$ cat config.mk
export PLATFORM = sky130hd
export DESIGN_NAME = game_snapshot_tx_sched_flat
export DESIGN_NICKNAME = d
export VERILOG_FILES = /design/src/rtl/game_snapshot_tx_sched_if.sv /design/src/rtl/game_snapshot_tx_sched.sv /design/src/flat_wrapper.sv
export SDC_FILE = /design/constraint.sdc
export NUM_CORES = 1
export LEC_CHECK = 0
export BUFFER_PORTS_ARGS = -buffer_cell sky130_fd_sc_hd__buf_2
export CAP_MARGIN = 10
export CORE_MARGIN = 5
export CORE_UTILIZATION = 35
export DETAILED_ROUTE_END_ITERATION = 12
export GPL_TIMING_DRIVEN = 0
export HOLD_SLACK_MARGIN = 0.12
export PLACE_DENSITY = 0.61
export SLEW_MARGIN = 5
export SYNTH_ARGS = -nofsm -noshare
export SYNTH_HDL_FRONTEND = slang
export SYNTH_SLANG_ARGS = --single-unit
$ cat constraint.sdc
create_clock -name clk -period 2.6 [get_ports clk]
set_input_delay 0.13 -clock clk [delete_from_list [all_inputs] [get_ports clk]]
set_output_delay 0.13 -clock clk [all_outputs]
set_load 0.05 [all_outputs]
$ cat src/rtl/game_snapshot_tx_sched_if.sv
// Byte-stream handshake between the snapshot scheduler and the UART transmitter.
interface game_snapshot_tx_sched_if;
  logic [7:0] tx_data;
  logic       tx_valid;
  logic       tx_ready;

  modport master (output tx_data, output tx_valid, input tx_ready);
  modport slave  (input tx_data, input tx_valid, output tx_ready);
endinterface

$ cat src/rtl/game_snapshot_tx_sched.sv
// Latches one coherent game-state snapshot on a start or periodic tick and streams
// it as a 70-byte frame (header, 68 payload bytes, XOR checksum) to the UART TX.
module game_snapshot_tx_sched #(
  parameter logic [7:0] HEADER      = 8'hA5,
  parameter int         AUTO_PERIOD = 0
) (
  input  logic         clk,
  input  logic         rst_n,
  input  logic         start,
  input  logic [2:0]   current_state,
  input  logic         game_dificulty,
  input  logic [323:0] full_board,
  input  logic [161:0] colors,
  input  logic [7:0]   position,
  input  logic [1:0]   errors,
  input  logic [3:0]   selected_number,
  input  logic         victory_condition,
  input  logic [6:0]   score,
  input  logic [10:0]  time_in_seconds,
  game_snapshot_tx_sched_if.master tx,
  output logic         busy,
  output logic         frame_done
);

  localparam int             CW   = (AUTO_PERIOD > 1) ? $clog2(AUTO_PERIOD) : 1;
  localparam logic [CW-1:0]  LAST = CW'(AUTO_PERIOD - 1);
  localparam logic [6:0]     LAST_IDX = 7'd69;

  typedef enum logic [1:0] {IDLE, SEND, DONE} state_t;

  state_t        state_q, state_d;
  logic [551:0]  frame_q, frame_d;
  logic [6:0]    idx_q, idx_d;
  logic [7:0]    csum_q, csum_d;
  logic          pend_q, pend_d;
  logic [CW-1:0] cnt_q, cnt_d;

  logic          tick;
  logic          req;
  logic [551:0]  snapshot;

  assign snapshot = {HEADER,
                     current_state, game_dificulty, errors, victory_condition, 1'b0,
                     position,
                     4'b0, selected_number,
                     1'b0, score,
                     5'b0, time_in_seconds[10:8],
                     time_in_seconds[7:0],
                     4'b0, full_board,
                     6'b0, colors};

  always_comb begin
    tick  = (AUTO_PERIOD != 0) && (cnt_q == LAST);
    cnt_d = ((AUTO_PERIOD == 0) || tick) ? '0 : cnt_q + CW'(1);
    req   = start | tick;

    state_d     = state_q;
    frame_d     = frame_q;
    idx_d       = idx_q;
    csum_d      = csum_q;
    pend_d      = pend_q;
    tx.tx_valid = 1'b0;
    tx.tx_data  = 8'h00;
    busy        = 1'b0;
    frame_done  = 1'b0;

    case (state_q)
      IDLE: begin
        if (req) begin
          frame_d = snapshot;
          idx_d   = '0;
          csum_d  = '0;
          pend_d  = 1'b0;
          state_d = SEND;
        end
      end
      SEND: begin
        busy        = 1'b1;
        tx.tx_valid = 1'b1;
        tx.tx_data  = (idx_q == LAST_IDX) ? csum_q : frame_q[551:544];
        if (req) pend_d = 1'b1;
        if (tx.tx_ready) begin
          if (idx_q == LAST_IDX) begin
            state_d = DONE;
          end else begin
            // header byte is excluded from the checksum
            if (idx_q != 7'd0) csum_d = csum_q ^ frame_q[551:544];
            frame_d = {frame_q[543:0], 8'h00};
            idx_d   = idx_q + 7'd1;
          end
        end
      end
      DONE: begin
        frame_done = 1'b1;
        if (req || pend_q) begin
          frame_d = snapshot;
          idx_d   = '0;
          csum_d  = '0;
          pend_d  = 1'b0;
          state_d = SEND;
        end else begin
          state_d = IDLE;
        end
      end
      default: state_d = IDLE;
    endcase
  end

  always_ff @(posedge clk) begin
    if (!rst_n) begin
      state_q <= IDLE;
      frame_q <= '0;
      idx_q   <= '0;
      csum_q  <= '0;
      pend_q  <= 1'b0;
      cnt_q   <= '0;
    end else begin
      state_q <= state_d;
      frame_q <= frame_d;
      idx_q   <= idx_d;
      csum_q  <= csum_d;
      pend_q  <= pend_d;
      cnt_q   <= cnt_d;
    end
  end

endmodule

$ cat src/flat_wrapper.sv
// flat-port wrapper written by rule: the top's interface ports become plain ports
module game_snapshot_tx_sched_flat 
#(
  parameter logic [7:0] HEADER      = 8'hA5,
  parameter int         AUTO_PERIOD = 0
)
  (clk, rst_n, start, current_state, game_dificulty, full_board, colors, position, errors, selected_number, victory_condition, score, time_in_seconds, busy, frame_done, tx_tx_data, tx_tx_valid, tx_tx_ready);
  game_snapshot_tx_sched_if tx_i ();
  input  logic clk;
  input  logic rst_n;
  input  logic start;
  input  logic [2:0] current_state;
  input  logic game_dificulty;
  input  logic [323:0] full_board;
  input  logic [161:0] colors;
  input  logic [7:0] position;
  input  logic [1:0] errors;
  input  logic [3:0] selected_number;
  input  logic victory_condition;
  input  logic [6:0] score;
  input  logic [10:0] time_in_seconds;
  output logic busy;
  output logic frame_done;
  output wire logic [$bits(tx_i.tx_data)-1:0] tx_tx_data;
  output wire logic [$bits(tx_i.tx_valid)-1:0] tx_tx_valid;
  input wire logic [$bits(tx_i.tx_ready)-1:0] tx_tx_ready;
  assign tx_tx_data = tx_i.tx_data;
  assign tx_tx_valid = tx_i.tx_valid;
  assign tx_i.tx_ready = tx_tx_ready;
  game_snapshot_tx_sched #(.HEADER(HEADER), .AUTO_PERIOD(AUTO_PERIOD)) u_core (.clk(clk), .rst_n(rst_n), .start(start), .current_state(current_state), .game_dificulty(game_dificulty), .full_board(full_board), .colors(colors), .position(position), .errors(errors), .selected_number(selected_number), .victory_condition(victory_condition), .score(score), .time_in_seconds(time_in_seconds), .tx(tx_i), .busy(busy), .frame_done(frame_done));
endmodule
---- Yosys cells after proc, flatten, opt, wreduce, memory -nomap -nowiden ----
Cells that the tools add are included.
cells by class
  reduce and logical (&&, ||, !) cells .... 8
  bitwise operators ....................... 1
  equality and inequality tests ........... 10
  muxes and demuxes ....................... 29
  $add $sub $neg .......................... 1
operators by type and width
  kind                                                             count
  552-bit two-way mux                                              4
  552-bit one-hot mux with 3 select lines                          1
  8-bit two-way mux                                                7
  7-bit two-way mux                                                4
  8-bit one-hot mux with 3 select lines                            1
  7-bit one-hot mux with 3 select lines                            1
  2-bit != test, second input constant                             4
  8-bit XOR                                                        1
  7-bit by 1-bit adder with 7-bit output, second input constant    1
  7-bit == test, second input constant                             1
  7-bit nonzero test                                               1
  1-bit two-way mux                                                6
  2-bit two-way mux                                                3
  2-bit by 1-bit != test with 1-bit output, second input constant  3
  2-bit one-hot mux with 3 select lines                            1
  6-bit AND reduction                                              1
  5-bit AND reduction                                              1
  4-bit AND reduction                                              1
  1-bit one-hot mux with 3 select lines                            1
  3-bit AND reduction                                              1
  3-bit nonzero test                                               1
  2-bit by 1-bit == test with 1-bit output, second input constant  1
  2-bit == test, second input constant                             1
  2-bit zero test                                                  1
  1-bit logical OR                                                 1
word-level totals
  input bits .............................. 527
  register bits ........................... 570

---- Logic depth before layout (Yosys ltp) ----
Gate-level depths: netlist of the first run.
  depth in word-level cells ............... 5
  gate-level depth with buffers ........... 11

---- Least setup slack after synthesis of the first run ----
OpenSTA, ideal clock, no wires.
  kind .................................... reg2out
  from .................................... register u_core.idx_q[1]
  to ...................................... output port tx_tx_data[0]
  path slack .............................. 0.500 ns
  arrival ................................. 1.970 ns
  buffers on the path ..................... 2
  required time ........................... 2.470 ns
  cell stages (with the launch flop) ...... 9
  path through ............................ dfxtp_1 -> inv_1 -> ha_1 -> and3_1 -> buf_2 -> and2_1 -> clkbuf_1 -> nand2_1 -> a21oi_1
between the ends
  cells in the longest elaborated chain, start to end .. 3
RTL lines
  element                   RTL line                       RTL
  start: declaration        game_snapshot_tx_sched.sv:33   logic [6:0] idx_q, idx_d;
  start signal: assignment  game_snapshot_tx_sched.sv:120  idx_q <= idx_d;
  7-bit == test             game_snapshot_tx_sched.sv:80   tx.tx_data = (idx_q == LAST_IDX) ? csum_q : frame_q[551:544];
  8-bit two-way mux         game_snapshot_tx_sched.sv:80
  8-bit two-way mux         game_snapshot_tx_sched.sv:67   case (state_q)
  end: declaration          flat_wrapper.sv:24             output wire logic [$bits(tx_i.tx_data)-1:0] tx_tx_data;
No other way between the ends.

---- Worst setup path in the final report of the first run ----
  from .................................... register u_core.state_q[0]
  to ...................................... output port tx_tx_valid
between the ends
  cells in the longest elaborated chain, start to end .. 2
RTL lines
  element                                   RTL line                       RTL
  start: declaration                        game_snapshot_tx_sched.sv:31   state_t state_q, state_d;
  start signal: assignment                  game_snapshot_tx_sched.sv:118  state_q <= state_d;
  2-bit by 1-bit == test with 1-bit output  game_snapshot_tx_sched.sv:67
  1-bit two-way mux                         game_snapshot_tx_sched.sv:67
  end: declaration                          flat_wrapper.sv:25             output wire logic [$bits(tx_i.tx_valid)-1:0] tx_tx_valid;
No other way between the ends.

==> impl_metrics.sql, run 1 <==
INSERT INTO impl_metrics (metric_group, metric, value, unit) VALUES
('status', 'outcome', 'finished clean', ''),
('global_routing', 'antenna_found_initial', '29', ''),
('detailed_routing', 'drt-wirelength-per-cell', '20.07', 'um'),
('setup_path', 'timing.critical_path.from_type', 'flop', ''),
('min_path', 'hold_path_class', 'in2reg', ''),
('die', 'dieHeight', '286.7', 'um'),
('layout', 'flow.area_growth_from_synthesis', '43.05', '%'),
('timing', 'setup_repair_after_global_routing_missed_its_margin', 'no', ''),
('logic_synthesis', 'async_flop_share', '0', ''),
('logic_synthesis', 'yosysSeqAreaShare', '0.4259', ''),
('timing', 'max_freq', '0.3996', 'GHz'),
('clock_tree', 'cts_htree_levels', '3', ''),
('die', 'die_area', '82190', 'sq um'),
('die', 'coreArea', '75950', 'sq um'),
('global_routing', 'grt_start_max_net_pins', '20', ''),
('global_routing', 'number_of_global_route_vias_before_repair', '30180', ''),
('setup_path', 'worst_ep_arrival_time', '2.37', 'ns'),
('run', 'number_of_max_capacitance_violations_reported', '0', ''),
('logic_synthesis', 'synthFlopType', 'sky130_fd_sc_hd__dfxtp_1', ''),
('clock_tree', 'clkTransAtPathRegs', '0.06', 'ns'),
('setup_path', 'cp.depth', '8', ''),
('timing', 'period_needed', '2.503', 'ns'),
('timing', 'slew_headroom', '0.4770', ''),
('placement', 'dp_hpwl', '74.73', 'mm'),
('layout', 'design_area', '38330', 'sq um'),
('power', 'p_leak', '14.86', 'nW'),
('layout', 'nets', '4871', ''),
('layout', 'final_cells', '5448', ''),
('global_routing', 'grt.total_usage', '0.2520', ''),
('clock_tree', 'clock_tree.root_cell', 'sky130_fd_sc_hd__clkbuf_16', ''),
('detailed_routing', 'firstDrtPassIters', '5', ''),
('die', 'std_cell_rows', '101', ''),
('clock_tree', 'cts-buffers-inserted', '66', ''),
('setup_path', 'worst_path_max_delay_cell', 'sky130_fd_sc_hd__dfxtp_1', ''),
('placement', 'numPlacedInstances', '4778', ''),
('layout', 'n_fill_cell', '7111', ''),
('die', 'num_io_pins', '538', ''),
('clock_tree', 'clkSinkCount', '570', ''),
('timing', 'timing.final.max_slew_violations', '0', ''),
('logic_synthesis', 'avgSynthCellArea', '8.342', 'sq um'),
('placement', 'routabilityCongestion', '0.8848', ''),
('logic_synthesis', 'post_synth_instance_area', '26790', 'sq um'),
('setup_path', 'critical-path-max-stage-delay', '0.29', 'ns'),
('timing', 'min_period_over_period', '0.9625', ''),
('placement', 'numPortBuffers', '536', ''),
('timing', 'setup_viol', '0', ''),
('layout', 'layout.cells.most_common', 'sky130_fd_sc_hd__nand2_1', ''),
('die', 'die-width', '286.7', 'um'),
('setup_path', 'critical_path.cell_chain', 'clkbuf_2, nand2b_1, buf_6, clkinv_8, buf_4, buf_4, buf_4, buf_2', ''),
('power', 'post-layout-total-power', '24.62', 'mW'),
('logic_synthesis', 'synthDominantAreaCellType', 'sky130_fd_sc_hd__dfxtp_1', ''),
('detailed_routing', 'vias', '29810', ''),
('clock_tree', 'clkLatencyLatePin', '0.59', 'ns'),
('timing', 'clock_skew', '0.02238', 'ns'),
('logic_synthesis', 'syn-num-nets', '3742', ''),
('timing', 'timing.setup.tns', '0', 'ns'),
('setup_path', 'ff2ff_path_depth', '10', ''),
('detailed_routing', 'drt-initial-drc-count', '2211', ''),
('setup_path', 'worst_setup_path_end_kind', 'output port', ''),
('logic_synthesis', 'yosys.area.top_type_share', '0.4259', ''),
('clock_tree', 'tritoncts', 'done', ''),
('setup_path', 'worstPathBufferInverterCount', '7', ''),
('placement', 'placement.cell_area', '30760', 'sq um'),
('timing', 'fin_hold_ws', '0.3607', 'ns'),
('clock_tree', 'clk_path_buf_depth', '3', ''),
('clock_tree', 'cts_setup_buffers', '0', ''),
('global_routing', 'grt_pass1_wl', '167.9', 'mm'),
('logic_synthesis', 'synth_edf_count', '0', ''),
('logic_synthesis', 'ys_ff_latch', '570', ''),
('logic_synthesis', 'post_synth_inst_count', '3212', ''),
('die', 'starting_density_of_the_core', '0.3528', '');
## worst paths after layout
kind                            slack (ns)                 from                   to
worst max register to register        0.16      u_core.idx_q[1]  u_core.frame_q[384]
worst min-delay path                  0.36           colors[25]   u_core.frame_q[25]
worst max-delay path                   0.1    u_core.state_q[0]          tx_tx_valid
worst min register to register        0.47  u_core.frame_q[536]  u_core.frame_q[536]
## worst register-to-register path: cells and delay by family, from the launching register on
family | cells | cell delay, ns
adder cells (fa/ha/maj) | 1 | 0.17
AO/OA/AOI/OAI | 2 | 0.48
flip-flops | 1 | 0.37
buffers and inverters | 5 | 1.05
AND/OR/NAND/NOR | 2 | 0.26
## Yosys cell counts, drive strengths merged (2+ instances only)
| cell type | number |
|---|---|
| buf | 167 |
| o31ai | 13 |
| nor2b | 9 |
| or4 | 2 |
| nand2 | 1009 |
| ha | 3 |
| and3 | 2 |
| o21a | 2 |
| a311oi | 493 |
| o21ai | 56 |
| inv | 4 |
| nor3b | 2 |
| a21oi | 13 |
| mux2i | 23 |
| o211ai | 9 |
| or2 | 10 |
| nor3 | 495 |
| o211a | 11 |
| nand3b | 2 |
| clkbuf | 208 |
| a22o | 8 |
| nor2 | 5 |
| dfxtp | 570 |
| nand4 | 49 |
| nand3 | 36 |
## report_power, final
| part | leakage, nW | switching, mW | internal [mW] | total, mW |
|---|---|---|---|---|
| sequential | 4.72 | 0.489 | 9.61 | 10.1 |
| combinational | 9.06 | 2.85 | 2.20 | 5.05 |
| clock | 1.08 | 3.83 | 5.64 | 9.47 |
| total | 14.9 | 7.17 | 17.4 | 24.6 |
## what timing repair did
item / in CTS / in global routing
resized for setup: 9 / 0
hold buffers: 527 / 0
setup endpoints to repair: 11 / 0
endpoints found under the hold margin: 530 / 0
## metal layers
layer | GRT usage | share of wire | vias up
met2 | 0.4031 | 0.46 | 1300
met1 | 0.3192 | 0.42 | 14000
met3 | 0.04273 | 0.058 | 430
met5 | 0 | 0.00037 | -
met4 | 0.1502 | 0.063 | 6
li1 | - | - | 14080
## metrics by stage
step	worst slack [ns]	utilization
after floorplan	0.5003	-
after global placement	0.04553	0.4051
after detailed placement	0.003452	0.4051
after CTS	0.03383	0.5037
after global routing	0.001490	0.5045
final	0.09746	0.5047
## registers in the layout, indices dropped and copies added (netlist names)
register and flops:
u_core.frame_q 552, u_core.csum_q 8, u_core.idx_q 7, u_core.pend_q 1, u_core.state_q 2
## layout make-up
class	count	area, sq um	share of cell area
plain buffers	373	1784	0.04655
clock buffers	103	2014	0.05256
well taps	1030	1289	0.03362
flip-flops and latches	570	11410	0.2977
multi-input cells	2262	13590	0.3545
clock inverters	13	181.4	0.004733
diodes	29	72.57	0.001893
inverters	5	31.28	0.0008161
repair buffers	1063	7958	0.2076
## kinds of logic after synthesis
logic type | synth area share
buffers and inverters | 0.06715
adders and majority gates | 0.001401
and+or+nand+nor | 0.2605
DFF | 0.4259
muxes | 0.008592
AOI/OAI and AO/OA | 0.2365
Power figures use the tool's default switching activity.
==> run 2: changes to the inputs <==
Settings changed: GPL_TIMING_DRIVEN 0 to unset.
==> run 2 against run 1 <==
Wire length shrank 6.4%; global-route usage shrank 1.7 points; sequential share of layout area grew 0.32 points; utilization shrank 0.53 points; worst hold slack lost 0.0083 ns; critical path depth shrank 4; register-to-register slack gained 0.03 ns; die area is the same.
==> impl_metrics.sql, run 2 (synthesis gave the netlist of run 1 again) <==
INSERT INTO impl_metrics (metric_group, metric, value, unit) VALUES
('timing', 'slew_headroom', '0.4851', ''),
('timing', 'max_freq', '0.4096', 'GHz'),
('timing', 'worst-slew-pin-transition', '0.7724', 'ns'),
('detailed_routing', 'wirelength', '102.4', 'mm'),
('timing', 'setup_repair_after_global_routing_missed_its_margin', 'no', ''),
('min_path', 'hp-start', 'full_board[51]', ''),
('power', 'peakVddDrop', '397.3', 'uV'),
('layout', 'drive_gt1_frac', '0.2325', ''),
('placement', 'detailedPlace.worstSlack', '0.3724', 'ns'),
('setup_path', 'rrSetupSlack', '0.19', 'ns'),
('setup_path', 'worst_setup_path_end_kind', 'output port', ''),
('power', 'power_per_cell_area', '646.9', 'nW/um^2'),
('layout', 'largest_register_ff_count', '552', ''),
('clock_tree', 'cts-buffers-inserted', '67', ''),
('die', 'coreArea', '75950', 'sq um'),
('timing', 'finalHoldViolations', '0', ''),
('clock_tree', 'tritoncts', 'done', ''),
('detailed_routing', 'vias', '28750', ''),
('detailed_routing', 'postRouteAntennaNets', '0', ''),
('timing', 'timing.final.max_slew_violations', '0', ''),
('timing', 'clock_skew', '0.02497', 'ns'),
('clock_tree', 'clk_path_buf_depth', '3', ''),
('global_routing', 'antenna_found_initial', '20', ''),
('setup_path', 'worst_ep_arrival_time', '2.31', 'ns'),
('setup_path', 'critical-path-max-stage-delay', '0.57', 'ns'),
('placement', 'numPortBuffers', '537', ''),
('clock_tree', 'clock_tree.root_cell', 'sky130_fd_sc_hd__clkbuf_16', ''),
('detailed_routing', 'drt-initial-drc-count', '2807', ''),
('die', 'die_area', '82190', 'sq um'),
('layout', 'nets', '4599', ''),
('die', 'starting_density_of_the_core', '0.3528', ''),
('layout', 'reg_top3', 'u_core.frame_q (552), u_core.csum_q (8), u_core.idx_q (7)', ''),
('setup_path', 'timing.critical_path.required', '2.47', 'ns'),
('timing', 'fin_hold_ws', '0.3524', 'ns'),
('timing', 'timing.setup.tns', '0', 'ns'),
('global_routing', 'grt_pass1_wl', '158.7', 'mm'),
('die', 'die-width', '286.7', 'um'),
('layout', 'n_fill_cell', '6829', ''),
('detailed_routing', 'firstDrtPassIters', '5', ''),
('detailed_routing', 'avgViaCountPerCell', '5.567', ''),
('setup_path', 'ff2ff_path_depth', '6', ''),
('timing', 'min_period_over_period', '0.9390', ''),
('timing', 'finalWorstSetupSlack', '0.1586', 'ns'),
('timing', 'period_needed', '2.441', 'ns'),
('setup_path', 'cp_max_fo', '65', ''),
('min_path', 'hold_path_class', 'in2reg', ''),
('clock_tree', 'clkSinkCount', '570', ''),
('detailed_routing', 'route.detailed.drc', '0', ''),
('placement', 'dp_hpwl', '60.90', 'mm'),
('clock_tree', 'clkTransAtPathRegs', '0.06', 'ns'),
('setup_path', 'worst_path_max_delay_cell', 'sky130_fd_sc_hd__dfxtp_1', ''),
('die', 'std_cell_rows', '101', ''),
('layout', 'flow.area_growth_from_synthesis', '41.55', '%'),
('global_routing', 'number_of_global_route_vias_before_repair', '28560', ''),
('power', 'p_leak', '14.55', 'nW'),
('detailed_routing', 'drt-wirelength-per-cell', '19.82', 'um'),
('global_routing', 'globalRouteOverflowTotal', '0', ''),
('clock_tree', 'clkLatencyLatePin', '0.59', 'ns'),
('die', 'dieHeight', '286.7', 'um'),
('setup_path', 'timing.critical_path.from_type', 'flop', ''),
('run', 'number_of_max_capacitance_violations_reported', '0', ''),
('clock_tree', 'cts_htree_levels', '3', ''),
('die', 'num_io_pins', '538', ''),
('setup_path', 'crit-reg2reg-capture', 'u_core.frame_q[7]', ''),
('status', 'outcome', 'finished clean', ''),
('timing', 'setup_viol', '0', ''),
('setup_path', 'timing.setup.critical_path_class', 'reg2out', ''),
('global_routing', 'grt.total_usage', '0.2349', ''),
('layout', 'reg_with_most_ffs', 'u_core.frame_q', ''),
('layout', 'final_cell_mix', 'sky130_fd_sc_hd__nand2_1 (1007), sky130_fd_sc_hd__dfxtp_1 (570), sky130_fd_sc_hd__buf_2 (536)', ''),
('setup_path', 'startpoint', 'u_core.state_q[0]', ''),
('layout', 'layout.cells.most_common', 'sky130_fd_sc_hd__nand2_1', ''),
('placement', 'routabilityCongestion', '0.8053', ''),
('setup_path', 'critPathCapture', 'tx_tx_valid', ''),
('setup_path', 'critical_path.cell_chain', 'nand2b_4, clkinv_16, buf_4, buf_2', ''),
('global_routing', 'grt_start_max_net_pins', '153', ''),
('setup_path', 'worstReg2RegStart', 'u_core.state_q[1]', '');
==> run 2: changes by cell type in the layout (fill, tap and decap cells not counted), sizes merged, moves of 6 or more <==
cell	change
clkbuf	-210
clkinv	+7
buf	-73
diode	-14
dlygate4sd3	+6
==> run 2: area by class of cell <==
cell class | instances | area (sq um) | area share
Tap cell | 1030 | 1289 | 0.03398
Clock buffer | 100 | 2014 | 0.05311
Timing Repair Buffer | 1162 | 9279 | 0.2447
Sequential cell | 570 | 11410 | 0.3009
Clock inverter | 20 | 205.2 | 0.005410
Inverter | 5 | 52.55 | 0.001386
Multi-Input combinational cell | 2263 | 13640 | 0.3596
Antenna cell | 15 | 37.54 | 0.0009897
==> run 2: what timing repair did <==
item | 4_1_cts | 5_1_grt
setup buffers | 0 | 0
pin swaps | 0 | 1
resized for setup | 1 | 2
hold buffers | 533 | 0
cloned | 0 | 1
endpoints found under the setup margin | 1 | 8
endpoints found under the hold margin | 537 | 0
==> run 2: worst min path at each step <==
stage,end,slack [ns],cells past startpoint
6_report,u_core.frame_q[219],0.35,4
5_1_grt,u_core.frame_q[219],0.33,4
4_1_cts,u_core.frame_q[224],0.30,4
3_5_place_dp,u_core.state_q[1],0.41,3
3_3_place_gp,u_core.state_q[1],0.40,3
2_1_floorplan,u_core.state_q[1],0.25,2
==> run 2: metrics by stage <==
stage                     area (sq um)  std cells  power [mW]    util
after floorplan                  26790       3212       13.08       -
after global placement           30310       4496       14.43  0.3991
after detailed placement         30310       4496       14.49  0.3991
after CTS                        37870       5149       24.66  0.4986
after global routing             37920       5164       25.60  0.4993
final                            37930       5165       24.53  0.4994
==> run 2: per-layer routing <==
layer	up-vias	wire, um	global-route usage
met4	4	6747	0.1469
met3	420	6123	0.03693
met1	13610	42340	0.3016
met2	1255	47140	0.3700
li1	13460	-	-
met5	-	25	0
==> run 2: power breakdown <==
part / internal (mW) / total, mW / leakage, nW / switching (mW)
combinational: 2.21 / 4.96 / 8.73 / 2.75
sequential: 9.61 / 10.1 / 4.72 / 0.486
clock: 5.59 / 9.49 / 1.09 / 3.89
==> run 2: critical path, delay by kind of cell, from the launching register on <==
kind	cells	cell delay, ns
buf+inv	3	0.84
flops	1	0.57
simple gates	1	0.30
